`src/rtl/audio_env_pkg.sv`:
```
// Shared types and constants for the audio envelope stage.
// Provides the envelope state encoding, gain/sample widths and the
// gain-scaling helper that both output channels use.
package audio_env_pkg;

    localparam int GAIN_W   = 9;
    localparam int GAIN_MAX = 256;
    localparam int SAMPLE_W = 16;
    localparam int DIV_W    = 22;

    // Encoding is visible on env_state, so the values are fixed.
    typedef enum logic [1:0] {
        ENV_SILENT  = 2'd0,
        ENV_ATTACK  = 2'd1,
        ENV_SUSTAIN = 2'd2,
        ENV_RELEASE = 2'd3
    } env_state_e;

    // (s * g) >>> 8 with g in 0..256; the product never exceeds the sample
    // range, so bits [23:8] are the arithmetically shifted result.
    function automatic logic [SAMPLE_W-1:0] scale_sample(
        input logic signed [SAMPLE_W-1:0] s,
        input logic        [GAIN_W-1:0]   g
    );
        logic signed [SAMPLE_W+GAIN_W:0] p;
        p = s * $signed({1'b0, g});
        return p[SAMPLE_W+7:8];
    endfunction

endpackage

```
`src/rtl/env_tick_gen.sv`:
```
// Free-running prescaler for the envelope: counts 0..TICK_DIV-1 and
// pulses tick for one cycle while the count sits at TICK_DIV-1.
module env_tick_gen #(
    parameter int TICK_DIV = 100000
) (
    input  logic clk,
    input  logic rst_n,
    output logic tick
);

    localparam int CW = (TICK_DIV > 1) ? $clog2(TICK_DIV) : 1;
    localparam logic [CW-1:0] LAST = CW'(TICK_DIV - 1);
    localparam logic [CW-1:0] ONE  = CW'(1);

    logic [CW-1:0] cnt_q;
    logic [CW-1:0] cnt_d;

    // Wrap at the last count; never restarted by note activity.
    always_comb begin
        cnt_d = (cnt_q == LAST) ? '0 : cnt_q + ONE;
    end

    // Counter register.
    always_ff @(posedge clk or negedge rst_n) begin
        if (!rst_n) begin
            cnt_q <= '0;
        end else begin
            cnt_q <= cnt_d;
        end
    end

    assign tick = (cnt_q == LAST);

endmodule

```
`src/rtl/audio_envelope.sv`:
```
// Attack/release envelope between the tone generator and the I2S
// serializer. Scales both channels by a 0..256 gain that ramps up when a
// note starts and down when the note changes or stops.
// Optional build macro SUSTAIN_DECAY_EN: in SUSTAIN the gain decays by one
// per tick down to SUSTAIN_FLOOR instead of holding at unity.
module audio_envelope
    import audio_env_pkg::*;
#(
    parameter int TICK_DIV      = 100000,
    parameter int ATK_STEP      = 8,
    parameter int REL_STEP      = 16,
    parameter int SUSTAIN_FLOOR = 128
) (
    input  logic                clk,
    input  logic                rst_n,
    input  logic [DIV_W-1:0]    note_div_left,
    input  logic [DIV_W-1:0]    note_div_right,
    input  logic [SAMPLE_W-1:0] audio_left_in,
    input  logic [SAMPLE_W-1:0] audio_right_in,
    output logic [SAMPLE_W-1:0] audio_left,
    output logic [SAMPLE_W-1:0] audio_right,
    output logic [1:0]          env_state
);

    localparam logic [GAIN_W:0]   ATK_W   = (GAIN_W + 1)'(ATK_STEP);
    localparam logic [GAIN_W:0]   REL_W   = (GAIN_W + 1)'(REL_STEP);
    localparam logic [GAIN_W:0]   G_MAX_W = (GAIN_W + 1)'(GAIN_MAX);
    localparam logic [GAIN_W-1:0] G_MAX   = GAIN_W'(GAIN_MAX);
    localparam logic [GAIN_W-1:0] FLOOR_G = GAIN_W'(SUSTAIN_FLOOR);
    localparam logic [GAIN_W-1:0] G_ONE   = GAIN_W'(1);
`ifdef SUSTAIN_DECAY_EN
    localparam bit DECAY_EN = 1'b1;
`else
    localparam bit DECAY_EN = 1'b0;
`endif

    env_state_e          state_q, state_d;
    logic [GAIN_W-1:0]   gain_q, gain_d;
    logic [DIV_W-1:0]    prev_l_q, prev_r_q;
    logic [SAMPLE_W-1:0] out_l_q, out_r_q, out_l_d, out_r_d;
    logic                tick, chg, active;
    logic [GAIN_W:0]     atk_sum;
    logic [GAIN_W-1:0]   gain_up, gain_dn;

    env_tick_gen #(
        .TICK_DIV(TICK_DIV)
    ) u_tick (
        .clk  (clk),
        .rst_n(rst_n),
        .tick (tick)
    );

    // Note-change / activity detection and saturated ramp candidates.
    always_comb begin
        chg     = (note_div_left != prev_l_q) || (note_div_right != prev_r_q);
        active  = (note_div_left != '0) || (note_div_right != '0);
        atk_sum = {1'b0, gain_q} + ATK_W;
        gain_up = (atk_sum >= G_MAX_W) ? G_MAX : atk_sum[GAIN_W-1:0];
        gain_dn = ({1'b0, gain_q} <= REL_W) ? '0 : gain_q - REL_W[GAIN_W-1:0];
    end

    // Envelope FSM; a change outranks a coincident tick in ATTACK/SUSTAIN,
    // and RELEASE ignores changes until the gain reaches zero.
    always_comb begin
        state_d = state_q;
        gain_d  = gain_q;
        case (state_q)
            ENV_SILENT: begin
                gain_d = '0;
                if (chg && active) state_d = ENV_ATTACK;
            end
            ENV_ATTACK: begin
                if (chg) begin
                    state_d = ENV_RELEASE;
                end else if (tick) begin
                    gain_d = gain_up;
                    if (gain_up == G_MAX) state_d = ENV_SUSTAIN;
                end
            end
            ENV_SUSTAIN: begin
                if (chg) begin
                    state_d = ENV_RELEASE;
                end else if (DECAY_EN && tick && (gain_q > FLOOR_G)) begin
                    gain_d = gain_q - G_ONE;
                end
            end
            ENV_RELEASE: begin
                if (tick) begin
                    gain_d = gain_dn;
                    if (gain_dn == '0) state_d = active ? ENV_ATTACK : ENV_SILENT;
                end
            end
            default: begin
                state_d = ENV_SILENT;
                gain_d  = '0;
            end
        endcase
    end

    // Sample scaling with the gain in effect during the input cycle.
    always_comb begin
        out_l_d = scale_sample($signed(audio_left_in), gain_q);
        out_r_d = scale_sample($signed(audio_right_in), gain_q);
    end

    // State, gain, divisor history and registered outputs.
    always_ff @(posedge clk or negedge rst_n) begin
        if (!rst_n) begin
            state_q  <= ENV_SILENT;
            gain_q   <= '0;
            prev_l_q <= '0;
            prev_r_q <= '0;
            out_l_q  <= '0;
            out_r_q  <= '0;
        end else begin
            state_q  <= state_d;
            gain_q   <= gain_d;
            prev_l_q <= note_div_left;
            prev_r_q <= note_div_right;
            out_l_q  <= out_l_d;
            out_r_q  <= out_r_d;
        end
    end

    assign audio_left  = out_l_q;
    assign audio_right = out_r_q;
    assign env_state   = state_q;

endmodule

```
`config.mk`:
```
export PLATFORM = sky130hd
export DESIGN_NAME = audio_envelope
export DESIGN_NICKNAME = d
export VERILOG_FILES = /design/src/rtl/audio_env_pkg.sv /design/src/rtl/env_tick_gen.sv /design/src/rtl/audio_envelope.sv
export SDC_FILE = /design/constraint.sdc
export NUM_CORES = 1
export LEC_CHECK = 0
export BUFFER_PORTS_ARGS = -buffer_cell sky130_fd_sc_hd__buf_2
export CAP_MARGIN = 20
export CORE_ASPECT_RATIO = 1.2
export CORE_MARGIN = 1
export CORE_UTILIZATION = 53
export DETAILED_ROUTE_END_ITERATION = 12
export GPL_ROUTABILITY_DRIVEN = 0
export GPL_TIMING_DRIVEN = 0
export HOLD_SLACK_MARGIN = 0.15
export PLACE_DENSITY_LB_ADDON = 0.08
export SLEW_MARGIN = 20
export SYNTH_ARGS = -nofsm -noshare
export SYNTH_HDL_FRONTEND = slang
export SYNTH_SLANG_ARGS = --single-unit
```
`constraint.sdc`:
```
create_clock -name clk -period 5.5 [get_ports clk]
set_input_delay 0.275 -clock clk [delete_from_list [all_inputs] [get_ports clk]]
set_output_delay 0.275 -clock clk [all_outputs]
set_load 0.005 [all_outputs]
```
=== Word-level counts from Yosys, hierarchy flattened ===
Cells that the tools add are included.

* Logic and storage cells: 55
* Bits of input ports: 78
* Register bits: 104
* Output and inout port bits: 34

* Eq/ne operators: 15
* Magnitude comparators: 2
* Muxes and demuxes: 16
* Reductions and logical operators: 10
* $add $sub $neg: 3
* Multipliers: 2

{| class="wikitable"
|+ Operators by type and width
! operator !! count
|-
| 16-bit by 10-bit multiplier with 24-bit output || 2
|-
| 9-bit 2-to-1 mux || 5
|-
| 22-bit != test || 2
|-
| 22-bit nonzero test || 2
|-
| 9-bit case mux with 3 select lines || 1
|-
| 17-bit by 1-bit adder with 17-bit output, second input constant || 1
|-
| 17-bit == test, second input constant || 1
|-
| 17-bit 2-to-1 mux || 1
|-
| 2-bit 2-to-1 mux || 7
|-
| 2-bit != test, second input constant || 6
|-
| 9-bit by 4-bit adder with 10-bit output, second input constant || 1
|-
| 10-bit by 9-bit >= comparator with 1-bit output, second input constant || 1
|-
| 9-bit == test, second input constant || 1
|-
| 9-bit by 5-bit less-or-equal comparator with 1-bit output, second input constant || 1
|-
| 9-bit logical NOT || 1
|-
| 9-bit by 5-bit subtractor with 9-bit output, second input constant || 1
|-
| 2-bit case mux with 4 select lines || 1
|-
| 3-bit != test, second input constant || 2
|-
| 6-bit AND reduction || 1
|-
| 2-bit == test, second input constant || 2
|-
| 4-bit AND reduction || 1
|-
| 3-bit nonzero test || 1
|-
| 2-bit by 1-bit == test with 1-bit output, second input constant || 1
|-
| 2-bit logical NOT || 1
|-
| other kinds (3) || 4
|}

=== Longest topological paths before layout ===
Gate-level depths: netlist of the first run.

* Depth after elaboration: 8
* Depth in mapped cells: 21
* Gate-level depth less buffers: 19

=== Modules after synthesis ===
A second synthesis of the first run with hierarchy kept.

* Cells, all modules: 1393
* Area, all modules: 13465.4 um^2

{| class="wikitable"
|+ By module, submodules not included
! module !! sequential area each (um^2) !! area an instance (um^2) !! times used !! cells an instance
|-
| audio_envelope || 2177.1 || 12672.2 || 1 || 1319
|-
| env_tick_gen || 425.4 || 793.3 || 1 || 74
|}

=== Worst setup path before layout of the first run ===
OpenSTA, ideal clock, no wires.

* Path type: flip-flop to flip-flop
* Start: reg gain_q[4]
* End: reg out_r_q[14], in the netlist audio_right[14]
* Stages on the path, launching flop included: 20
* Data required time: 5.420 ns
* Path buffers: 2
* Clock period less this slack: 5.325 ns
* Library setup time: 0.080 ns
* Arrival: 5.246 ns
* Setup slack: 0.175 ns
* Path through: dfrtp_1 -> clkbuf_1 -> clkbuf_1 -> nand2_1 -> fa_1 -> fa_1 -> inv_1 -> fa_1 -> fa_1 -> inv_1 -> fa_1 -> inv_1 -> ha_1 -> o21a_1 -> o21ai_0 -> nand4b_1 -> a21oi_1 -> or3b_2 -> a21oi_1 -> xnor2_1

* Longest elaborated chain between the ends: 1

{| class="wikitable"
|+ Ends and longest elaborated chain
! item !! line !! text
|-
| start, declared || audio_envelope.sv:38 || <nowiki>logic [GAIN_W-1:0] gain_q, gain_d;</nowiki>
|-
| start signal, assigned || audio_envelope.sv:117 || <nowiki>gain_q <= gain_d;</nowiki>
|-
| 16-bit by 10-bit multiplier with 24-bit output || audio_env_pkg.sv:26 || <nowiki>p = s * $signed({1'b0, g});</nowiki>
|-
| net out_r_d[14] || audio_envelope.sv:40 || <nowiki>logic [SAMPLE_W-1:0] out_l_q, out_r_q, out_l_d, out_r_d;</nowiki>
|-
| end signal, assigned || audio_envelope.sv:121 || <nowiki>out_r_q <= out_r_d;</nowiki>
|-
| end, declared || audio_envelope.sv:40 ||
|}

The timed path passes the listed nets, and every way through them passes these cells.
A chain may end at the register's enable or synchronous reset.

=== Worst setup path after layout of the first run ===
* Start: reg gain_q[5]
* End: reg out_l_q[12], in the netlist audio_left[12]

* Longest elaborated chain between the ends: 1

{| class="wikitable"
|+ Ends and longest elaborated chain
! item !! line !! text
|-
| 16-bit by 10-bit multiplier with 24-bit output || audio_env_pkg.sv:26 ||
|-
| net out_l_d[12] || audio_envelope.sv:40 ||
|-
| end signal, assigned || audio_envelope.sv:120 || <nowiki>out_l_q <= out_l_d;</nowiki>
|-
| end, declared || audio_envelope.sv:40 ||
|}

The timed path passes the listed nets, and every way through them passes these cells.

==> qor.yml, run 1 <==
outcome:
  outcome: "finished, final reports clean"
placed_design:
  pre_cts_ws_ns: -0.7771
  place_area_mm2: 0.01452
  port-buffer-count: 96
  dp.cells: 1821
  hpwlAfterDp_um: 24660
cts:
  cts_buffer_depth: 2
  cts_root_buf: "clkbuf_16"
  cts-buffers-inserted: 9
  cts_tree: "done"
  clkLatencyLatePin_ns: 0.37
  cts_sinks: 104
  clk_pin_slew_ns: 0.08
  cts_max_level: 3
die:
  ios: 112
  die_area_mm2: 0.02631
  dieHeight_um: 177.5
  start_util_pct: 54.43
  die_w_um: 148.2
  rows: 63
  core_mm2: 0.02499
setup_path:
  crit_fanout: 10
  path_buf_inv: 4
  end_kind: "register"
  crit_chain: "buf_8 > buf_4 > and2_1 > fa_1 > fa_1 > fa_1 > fa_1 > inv_1 > fa_1 > inv_1 > ha_1 > o21a_1 > o21a_1 > a211oi_2 > a21oi_2 > or3_4 > a21oi_2 > xnor2_1"
  start_kind: "register"
  path_class: "register to register"
  cpPeakStageDelay_ns: 0.57
  cp_slowest_cell: "fa_1"
  worst-endpoint-required_ns: 5.81
  critPathTopFamily: "adder cells"
  r2r_setup_slack_ns: 0.16
  cp_data_arrival_time_ns: 5.65
  crit_top_cell: "fa_1"
timing:
  hold_viol: 0
  tightest_slew_ns: 0.7565
  final_max_slew_viol_count: 0
  timing.final.ws_setup_ns: 0.1576
  slew_headroom_pct: 49.56
  setup_viol: 0
  clock_skew_ns: 0.01146
  min_period_ns: 5.342
  fin_crit_sh_pct: 97.14
  max_freq_mhz: 187.2
final_layout:
  stdcell_area_mm2: 0.01577
  nets: 1985
  final_cells: 1900
  antenna_cells: 0
  fillCellCount: 2077
  final_cell_mix: "inv_1 (279), fa_1 (228), nand2_1 (155)"
  syn2layout_area_growth_pct: 15.95
  final_common_cell: "inv_1"
  final_layout_size_suffix_gt1_share_pct: 12.57
  utilization_pct: 63.12
detailed_routing:
  vias_per_cell: 5.236
  drt-initial-drc-count: 449
  ant_nets: 0
  wl_per_cell_um: 17.05
  dr.pass1.iters: 5
  drc: 0
  drt_wl_total_um: 32390
  num_vias: 9949
synthesis:
  ys_types: 63
  syn_area_mm2: 0.01360
  synth_compound_area_share_pct: 4.112
  yosys_warnings: 0
  synth_top_flop_cell: "dfrtp_1"
  avgSynthCellArea_um2: 9.723
  synthSimpleGateAreaFrac_pct: 16.64
  synth_edf_count: 0
  synth_top_family_by_area: "adder cells"
  ys_seq_area_share_pct: 19.13
  synth_nets: 1814
  syn-instance-count: 1399
  synth_xor_area_share_pct: 6.954
  ys_ff_latch: 104
  synth_mux_area_share_pct: 0.2576
  async_flop_share_pct: 100.0
  synth_fa_ha_area_share_pct: 43.58
grt:
  use_met3_pct: 4.113
  met1_usage_pct: 32.42
  grt_overflow_total: 0
  met2_usage_pct: 48.45
  grt_max_degree: 78
  grt_antenna_before_repair: 0
  track_usage_pct: 26.76
  grt_pass1_vias: 10750
  grt_first_pass_wirelength_um: 53520
  top_usage_layer: "met2"
power_and_ir_drop:
  p_per_area_mw_per_mm2: 104.4
  p_leak_uw: 0.008415
  irDropWorstVdd_uv: 116.5
hold_path:
  holdCritPathClass: "input pin to asynchronous set/reset pin"
run:
  maxCapViolCount: 0
-- per-stage QoR --
stage                     hold slack (ns)  power (uW)    TNS, ns
after CTS                          0.3297        1668   -0.03559
final                              0.3332        1646          0
after global routing               0.3612        1710  -0.006654
after floorplan                  -0.02059       844.5          0
after detailed placement           0.1654       931.8     -8.946
after global placement             0.4227       926.6     -8.190
-- metal layers --
layer / wire [um] / vias to the layer above
met5: 0 / -
met2: 17130 / 217
li1: - / 4621
met4: 820 / 0
met1: 13020 / 5059
met3: 1419 / 52
-- layout make-up --
class	count	area (um2)	share of cell area (%)
multi-input cells	965	9864	62.55
clock inverters	6	86.33	0.5474
inverters	279	1047	6.640
well taps	325	406.6	2.578
flip-flops and latches	104	2606	16.53
plain buffers	50	409.1	2.594
clock buffers	10	229.0	1.452
repair buffers	161	1122	7.116
-- Yosys cell counts, drive strengths merged, types with 2 or more instances --
| cell type | count | area, um2 |
|---|---|---|
| a211o | 2 | 17.52 |
| a211oi | 5 | 42.54 |
| a21o | 2 | 15.01 |
| a21oi | 22 | 110.1 |
| a31oi | 4 | 25.02 |
| and2 | 145 | 907.1 |
| and3 | 6 | 37.54 |
| and4 | 5 | 43.79 |
| buf | 16 | 88.83 |
| clkbuf | 35 | 131.4 |
| dfrtp | 104 | 2603 |
| fa | 228 | 4564 |
| ha | 109 | 1364 |
| inv | 279 | 1047 |
| mux2i | 2 | 20.02 |
| nand2 | 156 | 593.1 |
| nand3 | 16 | 80.08 |
| nand4 | 21 | 131.4 |
| nor2 | 36 | 137.6 |
| nor2b | 7 | 43.79 |
| nor3 | 13 | 70.07 |
| nor4 | 15 | 108.9 |
| o21a | 6 | 45.04 |
| o21ai | 17 | 88.83 |
| o21bai | 5 | 37.54 |
| o31a | 2 | 18.77 |
| o31ai | 5 | 42.54 |
| o32a | 2 | 20.02 |
| or2 | 2 | 12.51 |
| or3 | 3 | 18.77 |
| or3b | 2 | 17.52 |
| or4 | 2 | 18.77 |
| xnor2 | 88 | 770.7 |
| xor2 | 20 | 175.2 |
-- worst paths after layout --
check                                     startpoint                         to  cells after the start
min reg2reg                u_tick.cnt_q[0]$_DFF_PN0_  u_tick.cnt_q[0]$_DFF_PN0_                      1
min                                            rst_n     prev_r_q[12]$_DFF_PN0_                      2
max                            gain_q[5]$_DFFE_PN0P_   audio_left[12]$_DFF_PN0_                     18
min in group clk           u_tick.cnt_q[0]$_DFF_PN0_  u_tick.cnt_q[0]$_DFF_PN0_                      1
max reg2reg                    gain_q[5]$_DFFE_PN0P_   audio_left[12]$_DFF_PN0_                     18
max in group asynchronous                      rst_n   audio_right[1]$_DFF_PN0_                      3
-- sequential cells by signal (all words and copies together) (netlist names) --
signal	flops
prev_l_q	22
audio_left	16
audio_right	16
u_tick.cnt_q	17
env_state	2
prev_r_q	22
gain_q	9
-- power by group --
part / switching, uW / total (uW) / internal (uW)
Combinational: 88.8 / 154 / 65.4
Sequential: 7.63 / 788 / 780
Clock: 338 / 704 / 367
Total: 434 / 1650 / 1210
-- cells by family after synthesis --
family	count (synthesis)
mux	3
flops	104
compound gates	83
xor+xnor	108
simple gates	434
fa+ha+maj	337
buf+inv	330
-- repair_timing --
action,CTS,global route
setup buffers,1,17
gates cloned,0,1
hold buffers,45,0
hold endpoints to repair,85,0
endpoints found under the setup margin,24,14
pin swaps,1,10
gates resized for setup,49,76
(Power assumes the default switching activity.)
==> inputs of run 2 (changes only) <==
--- a/config.mk
+++ b/config.mk
@@ -5,12 +5,12 @@
 export SDC_FILE = /design/constraint.sdc
 export NUM_CORES = 1
 export LEC_CHECK = 0
-export BUFFER_PORTS_ARGS = -buffer_cell sky130_fd_sc_hd__buf_2
 export CAP_MARGIN = 20
 export CORE_ASPECT_RATIO = 1.2
 export CORE_MARGIN = 1
 export CORE_UTILIZATION = 53
 export DETAILED_ROUTE_END_ITERATION = 12
+export DONT_BUFFER_PORTS = 1
 export GPL_ROUTABILITY_DRIVEN = 0
 export GPL_TIMING_DRIVEN = 0
 export HOLD_SLACK_MARGIN = 0.15
==> run 2 against run 1 <==
Net effect: register-to-register slack lost 0.04 ns; global-route usage shrank 0.56 points; first-iteration DRC count shrank 1.6%; critical endpoint unchanged; die area is the same; critical path type unchanged.
==> qor.yml, run 2 (same netlist as run 1, synthesis figures left out) <==
placed_design:
  port-buffer-count: 0  # -100%
  hpwlAfterDp_um: 24330  # -1.3%
  pre_cts_ws_ns: -0.8088  # -0.03170 ns
grt:
  grt_pass1_vias: 10350  # -3.7%
  grt_antenna_before_repair: 1  # +1
  grt_overflow_total: 0  # unchanged
  grt_first_pass_wirelength_um: 52340  # -2.2%
  grt_max_degree: 105  # +35%
  track_usage_pct: 26.20  # -0.56 points
setup_path:
  crit_fanout: 10  # unchanged
  r2r_end: "audio_left[12]$_DFF_PN0_"
  start_kind: "register"
  cp_data_arrival_time_ns: 5.68  # +0.03 ns
  end_kind: "register"
  path_class: "register to register"
  r2r_cells: 18  # unchanged
  worst-endpoint-required_ns: 5.79  # -0.02 ns
  rr_startpoint: "gain_q[5]$_DFFE_PN0P_"
  r2r_setup_slack_ns: 0.12  # -0.04 ns
detailed_routing:
  dr.pass1.iters: 5  # unchanged
  wl_per_cell_um: 17.64  # +3.5%
  vias_per_cell: 5.325  # +1.7%
  drt-initial-drc-count: 442  # -1.6%
  num_vias: 9563  # -3.9%
  drc: 0  # unchanged
  ant_nets: 0  # unchanged
  drt_wl_total_um: 31680  # -2.2%
hold_path:
  holdCritPathClass: "input pin to register"
  whs_path_depth: 5
  whs_endpoint: "env_state[0]$_DFFE_PN0P_"
  hp-start: "note_div_right[13]"
cts:
  cts-buffers-inserted: 9  # unchanged
  clkLatencyLatePin_ns: 0.37  # about the same
  cts_buffer_depth: 2  # unchanged
  cts_tree: "done"
  cts_sinks: 104  # unchanged
  cts_root_buf: "clkbuf_16"
  clk_pin_slew_ns: 0.08  # about the same
  cts_max_level: 3  # unchanged
timing:
  hold_viol: 0  # unchanged
  final_max_slew_viol_count: 0  # unchanged
  clock_skew_ns: 0.01033  # -0.001129 ns
  fin_setup_tns_ns: 0  # unchanged
  timing.final.ws_setup_ns: 0.1158  # -0.04174 ns
  tightest_slew_ns: 0.7537  # -0.002807 ns
  max_freq_mhz: 185.7  # -0.78%
  rsz0062_at_grt: "true"
  fin_crit_sh_pct: 97.89  # +0.76 points
  slew_headroom_pct: 49.75  # +0.19 points
  min_period_ns: 5.384  # +0.04174 ns
  setup_viol: 0  # unchanged
final_layout:
  fillCellCount: 2186  # +5.2%
  syn2layout_area_growth_pct: 11.62
  antenna_cells: 0  # unchanged
  final_layout_size_suffix_gt1_share_pct: 6.254  # -6.3 points
  final_cell_mix: "inv_1 (279), fa_1 (227), nand2_1 (155)"
  reg_top3: "prev_l_q: 22 flops, prev_r_q: 22 flops, u_tick.cnt_q: 17 flops"
  nets: 1881  # -5.2%
  final_common_cell: "inv_1"
outcome:
  outcome: "finished, final reports clean"
die:
  dieHeight_um: 177.5  # unchanged
  die_area_mm2: 0.02631  # unchanged
  start_util_pct: 54.43  # unchanged
  ios: 112  # unchanged
  die_w_um: 148.2  # unchanged
  rows: 63  # unchanged
  core_mm2: 0.02499  # unchanged
power_and_ir_drop:
  p_leak_uw: 0.007933  # -5.7%
  irDropWorstVdd_uv: 133.1  # +14%
  p_per_area_mw_per_mm2: 101.1  # -3.1%
run:
  maxCapViolCount: 0  # unchanged
run 2: critical path, stage by stage, from the launching register on:
cell	delay (ns)
dfrtp_1	0.41
buf_8	0.16
buf_4	0.18
and2_1	0.16
fa_1	0.50
fa_1	0.57
fa_1	0.44
fa_1	0.51
inv_1	0.05
fa_1	0.47
inv_1	0.04
ha_1	0.30
o21a_1	0.13
o21a_1	0.20
a211oi_2	0.31
a21oi_2	0.15
or3_4	0.42
a21oi_2	0.18
xnor2_1	0.13
run 2: worst max-delay path by stage:
| stage | start | endpoint | slack, ns | cells past startpoint |
|---|---|---|---|---|
| after floorplan | gain_q[4]$_DFFE_PN0P_ | audio_right[14]$_DFF_PN0_ | 0.17 | 19 |
| after global placement | gain_q[4]$_DFFE_PN0P_ | audio_right[11]$_DFF_PN0_ | -0.73 | 19 |
| after detailed placement | gain_q[3]$_DFFE_PN0P_ | audio_right[11]$_DFF_PN0_ | -0.81 | 19 |
| after CTS | gain_q[5]$_DFFE_PN0P_ | audio_left[12]$_DFF_PN0_ | 0.007 | 18 |
| after global routing | gain_q[5]$_DFFE_PN0P_ | audio_right[14]$_DFF_PN0_ | -0.04 | 19 |
| final | gain_q[5]$_DFFE_PN0P_ | audio_left[12]$_DFF_PN0_ | 0.12 | 18 |
run 2: cell type report:
class                      count  area, um2  share of cell area, %
multi-input combinational    965       9847                  64.86
sequential                   104       2606                  17.17
clock buffer                  10      229.0                  1.508
tap                          325      406.6                  2.678
buffer                        50      406.6                  2.678
inverter                     279       1047                  6.898
clock inverter                 6      61.31                 0.4038
timing repair buffer          57      578.1                  3.807
run 2: stage by stage:
step / hold slack [ns] / instances / instance area [um2] / utilization (%) / total power, uW
global placement: -0.01879 / 1724 / 14010 / 56.06 / 859.1
detailed placement: -0.01871 / 1724 / 14010 / 56.06 / 860.4
CTS: 0.3762 / 1790 / 14980 / 59.93 / 1562
global route: 0.4373 / 1796 / 15180 / 60.76 / 1597
floorplan: -0.02059 / 1399 / 13600 / - / 844.5
finish: 0.3829 / 1796 / 15180 / 60.76 / 1536
run 2: where the power goes:
| part | switching (uW) | total (uW) | internal (uW) | leakage [uW] |
|---|---|---|---|---|
| clock network | 327 | 646 | 319 | 0.000138 |
| registers | 7.47 | 788 | 780 | 0.00132 |
| logic | 52.1 | 102 | 49.9 | 0.00647 |
| total | 386 | 1540 | 1150 | 0.00793 |
run 2: repair_timing:
action,4_1_cts,5_1_grt
setup endpoints to repair,24,12
pin swaps,2,11
buffers inserted,5,5
endpoints found under the hold margin,148,0
cloned,0,1
hold buffers,46,0
resized for setup,58,55
run 2: layer usage:
layer | wire length, um | track usage [%]
met5 | 0 | 0
met3 | 1720 | 4.987
met2 | 16760 | 48.18
met4 | 599 | 6.873
met1 | 12600 | 31.07
==> inputs of run 3 (changes only) <==
--- a/config.mk
+++ b/config.mk
@@ -5,13 +5,14 @@
 export SDC_FILE = /design/constraint.sdc
 export NUM_CORES = 1
 export LEC_CHECK = 0
+export ABC_AREA = 1
 export CAP_MARGIN = 20
 export CORE_ASPECT_RATIO = 1.2
 export CORE_MARGIN = 1
 export CORE_UTILIZATION = 53
 export DETAILED_ROUTE_END_ITERATION = 12
 export DONT_BUFFER_PORTS = 1
-export GPL_ROUTABILITY_DRIVEN = 0
+export GPL_ROUTABILITY_DRIVEN = 1
 export GPL_TIMING_DRIVEN = 0
 export HOLD_SLACK_MARGIN = 0.15
 export PLACE_DENSITY_LB_ADDON = 0.08
==> run 3 against run 2 <==
Net effect: global-route usage increased by 0.099 points; cell area increased by 8.0%; maximum frequency up 1.2%; hold slack better by 0.044 ns; utilization down 2.2 points; first-iteration DRC count increased by 59%; clock power shrank 3%; wire length rose by 13%; final cell count increased by 33%; die area increased by 11%; sequential share of layout area down 1.3 points; power increased by 1.3%; critical path type unchanged; critical endpoint is now audio_right[13]$_DFF_PN0_; largest cell class unchanged; largest power group unchanged; highest routed layer unchanged.
==> qor.yml, run 3 <==
die:
  core_mm2: 0.02800  # +12%
  dieHeight_um: 187.2  # +5.5%
  start_util_pct: 54.08  # -0.35 points
  rows: 67  # +6.3%
  ios: 112  # unchanged
  die_w_um: 156.3  # +5.4%
  die_area_mm2: 0.02925  # +11%
synthesis:
  post-synth-top-count-cell: "inv_1"
  avgSynthCellArea_um2: 7.742  # -20%
  syn_area_mm2: 0.01514  # +11%
  ys_seq_area_share_pct: 17.19  # -1.9 points
  synth_top_area_share_pct: 30.14  # -3.4 points
  syn-instance-count: 1956  # +40%
  ys_ff_latch: 104  # unchanged
  synth_edf_count: 0  # unchanged
  synth_top_flop_cell: "dfrtp_1"
  synth_area_leaders: "fa_1 (30%), dfrtp_1 (17%), inv_1 (13%)"
  async_flop_share_pct: 100.0  # unchanged
  synth_top_cell_by_area: "fa_1"
  ys_types: 42  # -33%
  synth_nets: 2371  # +31%
  synth_common_cells: "inv_1 (518), nand2_1 (510), fa_1 (228)"
  yosys_warnings: 0  # unchanged
final_layout:
  final_common_cell: "inv_1"
  syn2layout_area_growth_pct: 8.246
  stdcell_area_mm2: 0.01639  # +8.0%
  fillCellCount: 2698  # +23%
  seq_area_mm2: 0.002603  # -0.14%
  final_layout_size_suffix_gt1_share_pct: 4.216  # -2.0 points
  multi_input_area_mm2: 0.01025  # +4.1%
  reg_top3: "prev_l_q: 22 flops, prev_r_q: 22 flops, u_tick.cnt_q: 17 flops"
  final_cell_mix: "inv_1 (518), nand2_1 (510), fa_1 (227)"
  nets: 2427  # +29%
  antenna_cells: 0  # unchanged
cts:
  cts_root_buf: "clkbuf_16"
  cts_sinks: 104  # unchanged
  cts_max_level: 3  # unchanged
  cts_setup_buffers: 0  # -5
  clk_pin_slew_ns: 0.08  # about the same
  clkLatencyLatePin_ns: 0.37  # about the same
  cts-buffers-inserted: 9  # unchanged
  cts_buffer_depth: 2  # unchanged
  cts_tree: "done"
timing:
  fin_crit_sh_pct: 96.75  # -1.1 points
  setup_viol: 0  # unchanged
  hold_viol: 0  # unchanged
  clock_skew_ns: 0.008565  # -0.001764 ns
  tightest_slew_ns: 0.7304  # -0.02334 ns
  rsz0062_at_grt: "true"
  slew_headroom_pct: 51.31  # +1.6 points
  final_max_slew_viol_count: 0  # unchanged
  min_period_ns: 5.321  # -0.06311 ns
  max_freq_mhz: 187.9  # +1.2%
  timing.hold.ws_ns: 0.4267  # +0.04379 ns
setup_path:
  start_kind: "register"
  crit_fanout: 10  # unchanged
  cp_data_arrival_time_ns: 5.56  # -0.12 ns
  crit_chain: "buf_4 > buf_2 > nand2_1 > fa_1 > inv_1 > fa_1 > fa_1 > fa_1 > inv_1 > fa_1 > inv_1 > ha_1 > a21oi_1 > o21ai_0 > o21bai_1 > a21oi_2 > o21ai_0 > xor2_1"
  crit_top_cell: "fa_1"
  cpPeakStageDelay_ns: 0.56  # about the same
  cp_slowest_cell: "fa_1"
  worst-endpoint-required_ns: 5.74  # -0.05 ns
  end_kind: "register"
  path_class: "register to register"
  critPathTopFamily: "adder cells"
  path_buf_inv: 5  # +1
detailed_routing:
  drc: 0  # unchanged
  dr.pass1.iters: 5  # unchanged
  drt-initial-drc-count: 702  # +59%
  drt_wl_total_um: 35660  # +13%
  wl_per_cell_um: 14.89  # -16%
  vias_per_cell: 5.038  # -5.4%
  ant_nets: 0  # unchanged
  num_vias: 12070  # +26%
power_and_ir_drop:
  power_frac_seq_pct: 50.6  # -0.7 points
  p_per_area_mw_per_mm2: 94.93  # -6.1%
  switchingPower_uw: 410.8  # +6.3%
  p_int_uw: 1145  # -0.32%
  comb_power_share_pct: 9.0  # +2.4 points
  p_leak_uw: 0.01007  # +27%
  irDropWorstVdd_uv: 125.5  # -5.7%
  clkPwrFrac_pct: 40.4  # -1.7 points
  p_sw_share_pct: 26.40  # +1.2 points
hold_path:
  holdCritPathClass: "input pin to register"
grt:
  grt_pass1_vias: 12490  # +21%
  grt_max_degree: 105  # unchanged
  grt_antenna_before_repair: 0  # -1
  grt_first_pass_wirelength_um: 59890  # +14%
  grt_overflow_total: 0  # unchanged
  track_usage_pct: 26.29  # +0.099 points
placed_design:
  place_area_mm2: 0.01562  # +11%
  hpwlAfterDp_um: 28720  # +18%
  port-buffer-count: 0  # unchanged
  place_congestion: 0.8792
run:
  maxCapViolCount: 0  # unchanged
outcome:
  outcome: "finished, final reports clean"
run 3: changes by cell type in the layout (fill, tap and decap cells not counted), moves of 34 or more:
| cell | previous run | this run |
|---|---|---|
| nand2_1 | 155 | 510 |
| nand3_1 | 15 | 57 |
| inv_1 | 279 | 518 |
| nor2_1 | 35 | 97 |
| and2_1 | 145 | 1 |
| a21oi_1 | 18 | 52 |
| xnor2_1 | 88 | 43 |
run 3: cells by family after synthesis:
logic type | count (synthesis) | share of synthesized area (%)
and+or+nand+nor | 718 | 19.31
xor gates and xnor gates | 71 | 4.106
AOI/OAI and AO/OA | 130 | 5.057
DFF | 104 | 17.19
adders and majority gates | 337 | 39.15
buffers and inverters | 596 | 15.19
run 3: per-stage QoR:
stage / std cells / setup TNS, ns / utilization (%) / worst slack (ns) / total power (uW)
floorplan: 1956 / 0 / - / 0.6536 / 870.6
global placement: 2335 / -0.1878 / 55.78 / -0.1589 / 897.4
detailed placement: 2335 / -0.1716 / 55.78 / -0.1469 / 898.9
CTS: 2395 / 0 / 58.46 / 0.01941 / 1577
global route: 2395 / -0.5230 / 58.54 / -0.09272 / 1621
finish: 2395 / 0 / 58.54 / 0.1789 / 1556
run 3: repair_timing:
| action | 4_1_cts | 5_1_grt |
|---|---|---|
| hold buffers | 46 | 0 |
| gates resized for setup | 5 | 25 |
| endpoints found under the setup margin | 2 | 17 |
| endpoints found under the hold margin | 148 | 0 |
run 3: cell type report:
| type | count | share of cell area [%] |
|---|---|---|
| tap | 379 | 2.893 |
| clock buffer | 10 | 1.397 |
| inverter | 525 | 12.02 |
| buffer | 70 | 2.130 |
| timing repair buffer | 46 | 2.916 |
| multi-input combinational | 1256 | 62.51 |
| clock inverter | 5 | 0.2595 |
| sequential | 104 | 15.88 |
run 3: layer usage:
metal,share of wire (%),global-route usage (%)
met1,41,32.79
met2,51,46.60
met3,5.9,3.730
met4,2.3,8.296
met5,0,0
run 3: power by group through the flow:
stage	combinational, uW	clock [uW]	sequential (uW)
global placement	94.8	0	803
CTS	141	648	788
floorplan	68.4	0	802
global route	155	676	790
finish	140	628	788
detailed placement	95.5	0	803
run 3: worst paths after layout:
| check | from | end | slack (ns) | cells after the start |
|---|---|---|---|---|
| worst max-delay path | gain_q[4]$_DFFE_PN0P_ | audio_right[13]$_DFF_PN0_ | 0.18 | 18 |
| worst min-delay path | note_div_left[8] | env_state[0]$_DFFE_PN0P_ | 0.43 | 8 |
| worst max register to register | gain_q[4]$_DFFE_PN0P_ | audio_right[13]$_DFF_PN0_ | 0.18 | 18 |
| worst min register to register | u_tick.cnt_q[0]$_DFF_PN0_ | u_tick.cnt_q[0]$_DFF_PN0_ | 0.47 | 1 |
| max in group asynchronous | rst_n | u_tick.cnt_q[2]$_DFF_PN0_ | 4.57 | 2 |
| min in group asynchronous | rst_n | prev_r_q[6]$_DFF_PN0_ | 0.50 | 2 |
run 3: worst reg2reg max path, stage by stage (launching register included):
cell and delay, ns:
dfrtp_1 0.40, buf_4 0.21, buf_2 0.31, nand2_1 0.13, fa_1 0.55, inv_1 0.05, fa_1 0.56, fa_1 0.43
fa_1 0.49, inv_1 0.05, fa_1 0.47, inv_1 0.04, ha_1 0.33, a21oi_1 0.25, o21ai_0 0.16, o21bai_1 0.20
a21oi_2 0.21, o21ai_0 0.18, xor2_1 0.17
